File: config.mk
export PLATFORM = sky130hd
export DESIGN_NAME = alu_sched
export DESIGN_NICKNAME = d
export VERILOG_FILES = /design/src/rtl/alu_pkg.sv /design/src/rtl/rr_arb2.sv /design/src/rtl/alu_sched.sv
export SDC_FILE = /design/constraint.sdc
export NUM_CORES = 1
export LEC_CHECK = 0
export BUFFER_PORTS_ARGS = -buffer_cell sky130_fd_sc_hd__buf_2
export CAP_MARGIN = 20
export CORE_ASPECT_RATIO = 0.7
export CORE_MARGIN = 2
export CORE_UTILIZATION = 40
export DETAILED_ROUTE_END_ITERATION = 16
export PLACE_DENSITY_LB_ADDON = 0.12
export SYNTH_ARGS = -nofsm -noshare
export SYNTH_HDL_FRONTEND = slang
export SYNTH_SLANG_ARGS = --single-unit
File: constraint.sdc
create_clock -name clk -period 2.35 [get_ports clk]
set_input_delay 0.3525 -clock clk [delete_from_list [all_inputs] [get_ports clk]]
set_output_delay 0.3525 -clock clk [all_outputs]
set_load 0.01 [all_outputs]
File: src/rtl/alu_pkg.sv
// Shared operand/opcode widths and FSM encoding for the ALU scheduler.
package alu_pkg;

  localparam int OPND_W = 2;
  localparam int OPC_W  = 3;

  typedef enum logic [1:0] {
    IDLE = 2'd0,
    EXEC = 2'd1,
    WAIT = 2'd2,
    RESP = 2'd3
  } state_e;

endpackage

File: src/rtl/rr_arb2.sv
// Stateless two-way round-robin grant; the caller owns the last-grant pointer.
module rr_arb2 (
  input  logic valid0,
  input  logic valid1,
  input  logic last,
  output logic gnt0,
  output logic gnt1
);

  // last=1 means requester 1 was granted most recently, so requester 0 wins a tie.
  assign gnt0 = valid0 & (~valid1 | last);
  assign gnt1 = valid1 & (~valid0 | ~last);

endmodule

File: src/rtl/alu_sched.sv
// Time-shares one external 2-bit ALU between two requesters with round-robin
// arbitration and a fixed response latency of ALU_LAT+2 edges after acceptance.
module alu_sched
  import alu_pkg::*;
#(
  parameter int ALU_LAT = 1
) (
  input  logic              clk,
  input  logic              rst,
  input  logic              req0_valid,
  input  logic              req1_valid,
  output logic              req0_ready,
  output logic              req1_ready,
  input  logic [OPND_W-1:0] req0_a,
  input  logic [OPND_W-1:0] req0_b,
  input  logic [OPND_W-1:0] req1_a,
  input  logic [OPND_W-1:0] req1_b,
  input  logic [OPC_W-1:0]  req0_p,
  input  logic [OPC_W-1:0]  req1_p,
  output logic              rsp0_valid,
  output logic              rsp1_valid,
  output logic [OPND_W-1:0] rsp_c,
  output logic [OPND_W-1:0] alu_a,
  output logic [OPND_W-1:0] alu_b,
  output logic [OPC_W-1:0]  alu_p,
  input  logic [OPND_W-1:0] alu_c,
  output logic              busy,
  output logic [7:0]        op_count
);

  state_e              state_q, state_d;
  logic                last_q, last_d;
  logic                win_q, win_d;
  logic [OPND_W-1:0]   aluA_q, aluA_d;
  logic [OPND_W-1:0]   aluB_q, aluB_d;
  logic [OPC_W-1:0]    aluP_q, aluP_d;
  logic [2:0]          cnt_q, cnt_d;
  logic [OPND_W-1:0]   rspC_q, rspC_d;
  logic                rsp0_q, rsp0_d;
  logic                rsp1_q, rsp1_d;
  logic [7:0]          opCount_q, opCount_d;
  logic                gnt0, gnt1;

  rr_arb2 u_arb (
    .valid0 (req0_valid),
    .valid1 (req1_valid),
    .last   (last_q),
    .gnt0   (gnt0),
    .gnt1   (gnt1)
  );

  assign req0_ready = ~rst & (state_q == IDLE) & gnt0;
  assign req1_ready = ~rst & (state_q == IDLE) & gnt1;

  // The response strobe and count update are registered out of RESP, which
  // places the strobe in the first IDLE cycle and gives the ALU_LAT+2 latency.
  always_comb begin
    state_d   = state_q;
    last_d    = last_q;
    win_d     = win_q;
    aluA_d    = aluA_q;
    aluB_d    = aluB_q;
    aluP_d    = aluP_q;
    cnt_d     = cnt_q;
    rspC_d    = rspC_q;
    rsp0_d    = 1'b0;
    rsp1_d    = 1'b0;
    opCount_d = opCount_q;
    case (state_q)
      IDLE: begin
        if (req0_ready || req1_ready) begin
          state_d = EXEC;
          win_d   = req1_ready;
          last_d  = req1_ready;
          aluA_d  = req1_ready ? req1_a : req0_a;
          aluB_d  = req1_ready ? req1_b : req0_b;
          aluP_d  = req1_ready ? req1_p : req0_p;
        end
      end
      EXEC: begin
        cnt_d   = 3'(ALU_LAT - 1);
        state_d = WAIT;
      end
      WAIT: begin
        if (cnt_q == 3'd0) begin
          rspC_d  = alu_c;
          state_d = RESP;
        end else begin
          cnt_d = cnt_q - 3'd1;
        end
      end
      RESP: begin
        rsp0_d    = ~win_q;
        rsp1_d    = win_q;
        opCount_d = opCount_q + 8'd1;
        state_d   = IDLE;
      end
      default: state_d = IDLE;
    endcase
  end

  always_ff @(posedge clk or posedge rst) begin
    if (rst) begin
      state_q   <= IDLE;
      last_q    <= 1'b1;
      win_q     <= 1'b0;
      aluA_q    <= '0;
      aluB_q    <= '0;
      aluP_q    <= '0;
      cnt_q     <= 3'd0;
      rspC_q    <= '0;
      rsp0_q    <= 1'b0;
      rsp1_q    <= 1'b0;
      opCount_q <= 8'd0;
    end else begin
      state_q   <= state_d;
      last_q    <= last_d;
      win_q     <= win_d;
      aluA_q    <= aluA_d;
      aluB_q    <= aluB_d;
      aluP_q    <= aluP_d;
      cnt_q     <= cnt_d;
      rspC_q    <= rspC_d;
      rsp0_q    <= rsp0_d;
      rsp1_q    <= rsp1_d;
      opCount_q <= opCount_d;
    end
  end

  assign alu_a      = aluA_q;
  assign alu_b      = aluB_q;
  assign alu_p      = aluP_q;
  assign rsp_c      = rspC_q;
  assign rsp0_valid = rsp0_q;
  assign rsp1_valid = rsp1_q;
  assign op_count   = opCount_q;
  assign busy       = (state_q != IDLE);

endmodule

==> qor.yml, run 1 <==
worst_setup_path:
  reg2reg_depth: 6
  crit_path_end: "req1_ready"
  path_max_fanout: 9
  path_buf_inv: 3
  critPathKind: "register to primary output"
  cp_top_family: "flip-flops"
  crit_start: "state_q[0]$_DFFE_PP0P_"
  slowest_stage: "dfrtp_1"
  crit_chain: "inv_1, ha_1, nand3b_1, a21o_1, clkinv_4, buf_2"
  crit_cells: 6
  rrSetupSlack_ns: 0.59
  critPathMaxStageDelay_ns: 0.41
  regToRegEndpoint: "state_q[1]$_DFFE_PP0P_"
  reg2reg_from: "state_q[0]$_DFFE_PP0P_"
  worst-endpoint-required_ns: 2.00
  startpoint_type: "register"
  cp_data_arrival_time_ns: 1.73
  endpoint_kind: "primary output"
clock_tree:
  root_buffer: "clkbuf_8"
  htreeDepth: 1
  clk_latency_ns: 0.27
  cts_sinks: 26
  clk_path_buf_depth: 2
  tritoncts: "built"
  numCtsBuffers: 3
  cts.reportedPaths.clkPinSlew_ns: 0.09
die:
  initial_core_util_pct: 43.01
  dieArea_mm2: 0.003568
  die_y_um: 50.58
  rows: 16
  core_mm2: 0.002883
  io-pin-count: 42
  die_x_um: 70.55
routing:
  ant_nets: 0
  viasPerCell: 4.874
  dr.pass1.iters: 6
  vias: 970
  drtIter0Drc: 23
  routed_wl_um: 2414
  wl_per_cell_um: 12.13
  remaining_drc_errors: 0
sta:
  tns_ns: 0
  max-slew-margin-rel_pct: 77.30
  worst_pin_slew_ns: 0.3406
  finalMaxSlewViolations: 0
  fmax_ghz: 0.4805
  final_hold_viol_count: 0
  grt_setup_unrepaired: "no"
  finalSetupViolCount: 0
  period_share_pct: 88.56
  period_minus_slack_ns: 2.081
  skew_ns: 0.002692
  hold_ws_ns: 0.2878
power:
  peakVddDrop_mv: 0.5678
  total_leakage_power_nw: 0.7930
  switching_share_pct: 35.22
  combPwrFrac_pct: 38.7
  seq_power_share_pct: 41.2
  p_switching_w: 0.0006515
  powerDensity_mw_per_mm2: 1188
  p_int_w: 0.001198
  power_frac_clock_pct: 20.1
cells_and_area:
  diodes: 0
  nFillCells: 263
  finish.utilization_pct: 54.04
  finalNetCount: 192
  area_delta_synth_final_pct: 25.63
  fin_area_mm2: 0.001558
  drive_gt1_share_pct: 31.90
synth:
  synth.area.top_cells: "dfrtp_1 (50%), ha_1 (8.1%), nand2_1 (6.7%)"
  synth_commonest_cells: "dfrtp_1 (25), nand2_1 (22), nor2_1 (10)"
  yosysTopAreaCell: "dfrtp_1"
  synth_nets: 147
  ys_types: 31
  netlist_instances: 119
  async_flop_share_pct: 100.0
  synth_enable_flop_cells: 0
  synth_seq_cells: 26
  synth.avg_cell_area_um2: 10.42
  syn-cell-area_mm2: 0.001240
  ys_seq_area_share_pct: 52.57
  ys_warn_count: 0
  synth.most_common_cell: "dfrtp_1"
  yosys_most_used_dff: "dfrtp_1"
  synth_top_area_share_pct: 50.45
global_routing:
  grt_max_degree: 24
  grt_pass1_wl_um: 4064
  grt_remaining_overflow: 0
  grt_pass1_vias: 906
  antenna_found_initial: 0
  grt_usage_pct: 14.50
min_path:
  holdCritPathClass: "input port to register"
placed_design:
  numPortBuffers: 41
  dpl_cell_area_mm2: 0.001476
  gp_congestion: 0.7454
  dp_hpwl_um: 1853
run_status:
  status: "completed"
run:
  maxCapViolations: 0
==> flip-flops by register name, summed over array words and instances, names as in the netlist <==
name / cells
alu_a: 2
alu_b: 2
alu_p: 3
cnt_q: 3
last_q: 1
op_count: 8
rsp0_valid: 1
rsp1_valid: 1
rsp_c: 2
state_q: 2
win_q: 1
==> cell usage in the layout, fill, tap and decap left out, drive strengths merged, types with 2 or more instances in the layout <==
cell	instances
buf	42
dfrtp	25
nand2	22
nor2	10
inv	9
ha	8
a31oi	7
o21ai	5
xnor2	4
mux2	4
xor2	3
nand3	3
clkbuf	3
nand4	2
nor2b	2
o21a	2
==> power groups by stage <==
stage	combinational, W	sequential (W)	clock (W)
global route	0.000809	0.000791	0.000399
floorplan	0.000411	0.000825	0
global placement	0.000705	0.000766	0
finish	0.000717	0.000761	0.000372
CTS	0.000728	0.000764	0.000380
detailed placement	0.000722	0.000773	0
==> area by class of cell <==
cell class	instances	area [um^2]	share of cell area (%)
multi-input cells	80	524.3	33.65
clock buffers	3	41.29	2.651
repair buffers	43	222.7	14.30
flip-flops and latches	26	651.9	41.85
clock inverters	1	30.03	1.928
inverters	10	42.54	2.731
well taps	36	45.04	2.892
==> per-layer routing <==
metal	wire [um]	vias to the layer above	GRT usage [%]
li1	-	483	-
met1	1106	459	19.04
met2	1136	26	23.58
met3	164	2	5.622
met4	8	0	1.887
met5	0	-	0
==> logic make-up after synthesis <==
kind of cell    share of synthesized area (%)
compound gates                          9.788
simple gates                            14.73
xor+xnor                                4.945
buf+inv                                 5.146
mux                                     4.742
fa+ha+maj                               8.073
flops                                   52.57
==> worst min-delay path by stage <==
| stage | startpoint | endpoint | slack [ns] | cells past startpoint |
|---|---|---|---|---|
| after global placement | rst | alu_b[1]$_DFFE_PP0P_ | 0.25 | 2 |
| after detailed placement | rst | alu_p[2]$_DFFE_PP0P_ | 0.26 | 2 |
| after CTS | alu_c[0] | rsp_c[0]$_DFFE_PP0P_ | 0.28 | 2 |
| after global routing | alu_c[0] | rsp_c[0]$_DFFE_PP0P_ | 0.28 | 2 |
| after floorplan | rst | alu_a[0]$_DFFE_PP0P_ | 0.39 | 1 |
| final | alu_c[0] | rsp_c[0]$_DFFE_PP0P_ | 0.29 | 2 |
==> repair_timing <==
| item | 4_1_cts | 5_1_grt |
|---|---|---|
| buffers inserted | 0 | 0 |
| endpoints found under the hold margin | 2 | 0 |
| gates resized for setup | 0 | 0 |
| hold buffers | 1 | 0 |
==> per-stage QoR <==
stage / power [W] / cells / worst slack [ns]
floorplan: 0.001236 / 119 / 0.8168
global placement: 0.001471 / 194 / 0.6518
detailed placement: 0.001495 / 194 / 0.5637
CTS: 0.001873 / 199 / 0.2516
global route: 0.001999 / 199 / 0.1012
finish: 0.001850 / 199 / 0.2688
Note: power is estimated with default switching activity, not from simulation.
==> run 2: changes to the inputs <==
CORE_MARGIN = 4   (was 2)
==> run 2 against run 1 <==
Effect of this change: total power barely moved; wire length rose by 4.5%; clock power fell by 2%; maximum frequency rose by 0.82%; first-iteration DRC count did not move; sequential cell count did not move; critical path depth did not move.
==> qor.yml, run 2 (same netlist as run 1, synthesis figures left out) <==
worst_setup_path:
  cp_data_arrival_time_ns: 1.71
  reg2reg_depth: 6
  path_buf_inv: 3
  cp_top_family: "flip-flops"
  path_max_fanout: 9
  critPathKind: "register to primary output"
  rrSetupSlack_ns: 0.60
  crit_chain: "inv_1, ha_1, nand3b_1, a21o_1, clkinv_4, buf_2"
  critPathMaxStageDelay_ns: 0.42
  worst-endpoint-required_ns: 2.00
  endpoint_kind: "primary output"
  crit_cells: 6
  slowest_stage: "dfrtp_1"
  startpoint_type: "register"
clock_tree:
  cts_setup_buffers: 0
  cts_sinks: 26
  cts.reportedPaths.clkPinSlew_ns: 0.09
  numCtsBuffers: 3
  tritoncts: "built"
  clk_path_buf_depth: 2
  root_buffer: "clkbuf_8"
  htreeDepth: 1
  clk_latency_ns: 0.27
global_routing:
  use_met3_pct: 4.771
  grt_pass1_vias: 899
  grtUsageMet2_pct: 21.43
  grtUsageMet1_pct: 16.48
  grt_pass1_wl_um: 3919
  grt_max_degree: 24
  grt_usage_pct: 12.98
  grt_remaining_overflow: 0
  gr-max-usage-layer: "met2"
  antenna_found_initial: 0
cells_and_area:
  largest_register_ffs: 8
  nFillCells: 281
  layoutNonFillerInstCount: 199
  finalNetCount: 192
  finish.utilization_pct: 54.04
  diodes: 0
  drive_gt1_share_pct: 31.90
  area_delta_synth_final_pct: 25.63
  final_common_cell: "buf_2"
  layout_common_cells: "buf_2 (41), dfrtp_1 (25), nand2_1 (22), nor2_1 (10)"
routing:
  routed_wl_um: 2522
  wl_per_cell_um: 12.67
  remaining_drc_errors: 0
  viasPerCell: 4.854
  dr.pass1.iters: 4
  drtIter0Drc: 23
  ant_nets: 0
  vias: 966
min_path:
  holdCritPathClass: "input port to register"
  hold_depth: 2
placed_design:
  numPortBuffers: 41
  dp.cells: 194
  gp_congestion: 0.8404
  dp_hpwl_um: 2036
  dp_slack_ns: 0.5843
sta:
  hold_ws_ns: 0.2892
  final_hold_viol_count: 0
  finalMaxSlewViolations: 0
  skew_ns: 0.001700
  period_minus_slack_ns: 2.064
  tns_ns: 0
  max-slew-margin-rel_pct: 78.48
  fmax_ghz: 0.4844
  worst_pin_slew_ns: 0.3228
  finalSetupViolCount: 0
  period_share_pct: 87.84
  grt_setup_unrepaired: "no"
  worst_slack_ns: 0.2857
run_status:
  status: "completed"
die:
  die_x_um: 74.55
  rows: 16
  dieArea_mm2: 0.004069
  die_y_um: 54.58
  initial_core_util_pct: 43.01
  io-pin-count: 42
  core_mm2: 0.002883
run:
  maxCapViolations: 0
power:
  total_leakage_power_nw: 0.7930
  peakVddDrop_mv: 0.6208
  powerDensity_mw_per_mm2: 1187
[run 2: cell counts in the layout (fill, tap and decap cells not counted)]
Identical to the previous run, type by type.
[run 2: what timing repair did]
| action | 4_1_cts | 5_1_grt |
|---|---|---|
| endpoints found under the setup margin | 0 | 0 |
| hold buffers | 1 | 0 |
| hold endpoints to repair | 2 | 0 |
| resized for setup | 0 | 0 |
[run 2: stage by stage]
stage	cell area, um^2	power, W
2_1_floorplan	1240	0.001236
3_3_place_gp	1476	0.001480
3_5_place_dp	1476	0.001510
4_1_cts	1558	0.001886
5_1_grt	1558	0.001993
6_report	1558	0.001850
[run 2: area by class of cell]
| class | count | area [um^2] | area share (%) |
|---|---|---|---|
| timing repair buffer | 43 | 222.7 | 14.30 |
| clock inverter | 1 | 30.03 | 1.928 |
| multi-input combinational | 80 | 524.3 | 33.65 |
| inverter | 10 | 42.54 | 2.731 |
| tap | 36 | 45.04 | 2.892 |
| sequential | 26 | 651.9 | 41.85 |
| clock buffer | 3 | 41.29 | 2.651 |
[run 2: power breakdown]
part	internal [W]	total, W	leakage [nW]	switching [W]
clock	0.000228	0.000363	0.0357	0.000135
sequential	0.000630	0.000771	0.317	0.000141
combinational	0.000340	0.000715	0.441	0.000375
[run 2: final timing paths]
path / start / to
min reg2reg: win_q$_DFFE_PP0P_ / rsp0_valid$_DFF_PP0_
min: alu_c[1] / rsp_c[1]$_DFFE_PP0P_
max reg2reg: state_q[0]$_DFFE_PP0P_ / state_q[1]$_DFFE_PP0P_
max in group asynchronous: rst / op_count[4]$_DFFE_PP0N_
max: state_q[0]$_DFFE_PP0P_ / req1_ready
min in group asynchronous: rst / alu_p[2]$_DFFE_PP0P_
[run 2: metal layers]
metal / wire (um) / share of wire, %
met3: 150 / 5.9
met4: 8 / 0.32
met5: 0 / 0
met1: 1122 / 44
met2: 1240 / 49
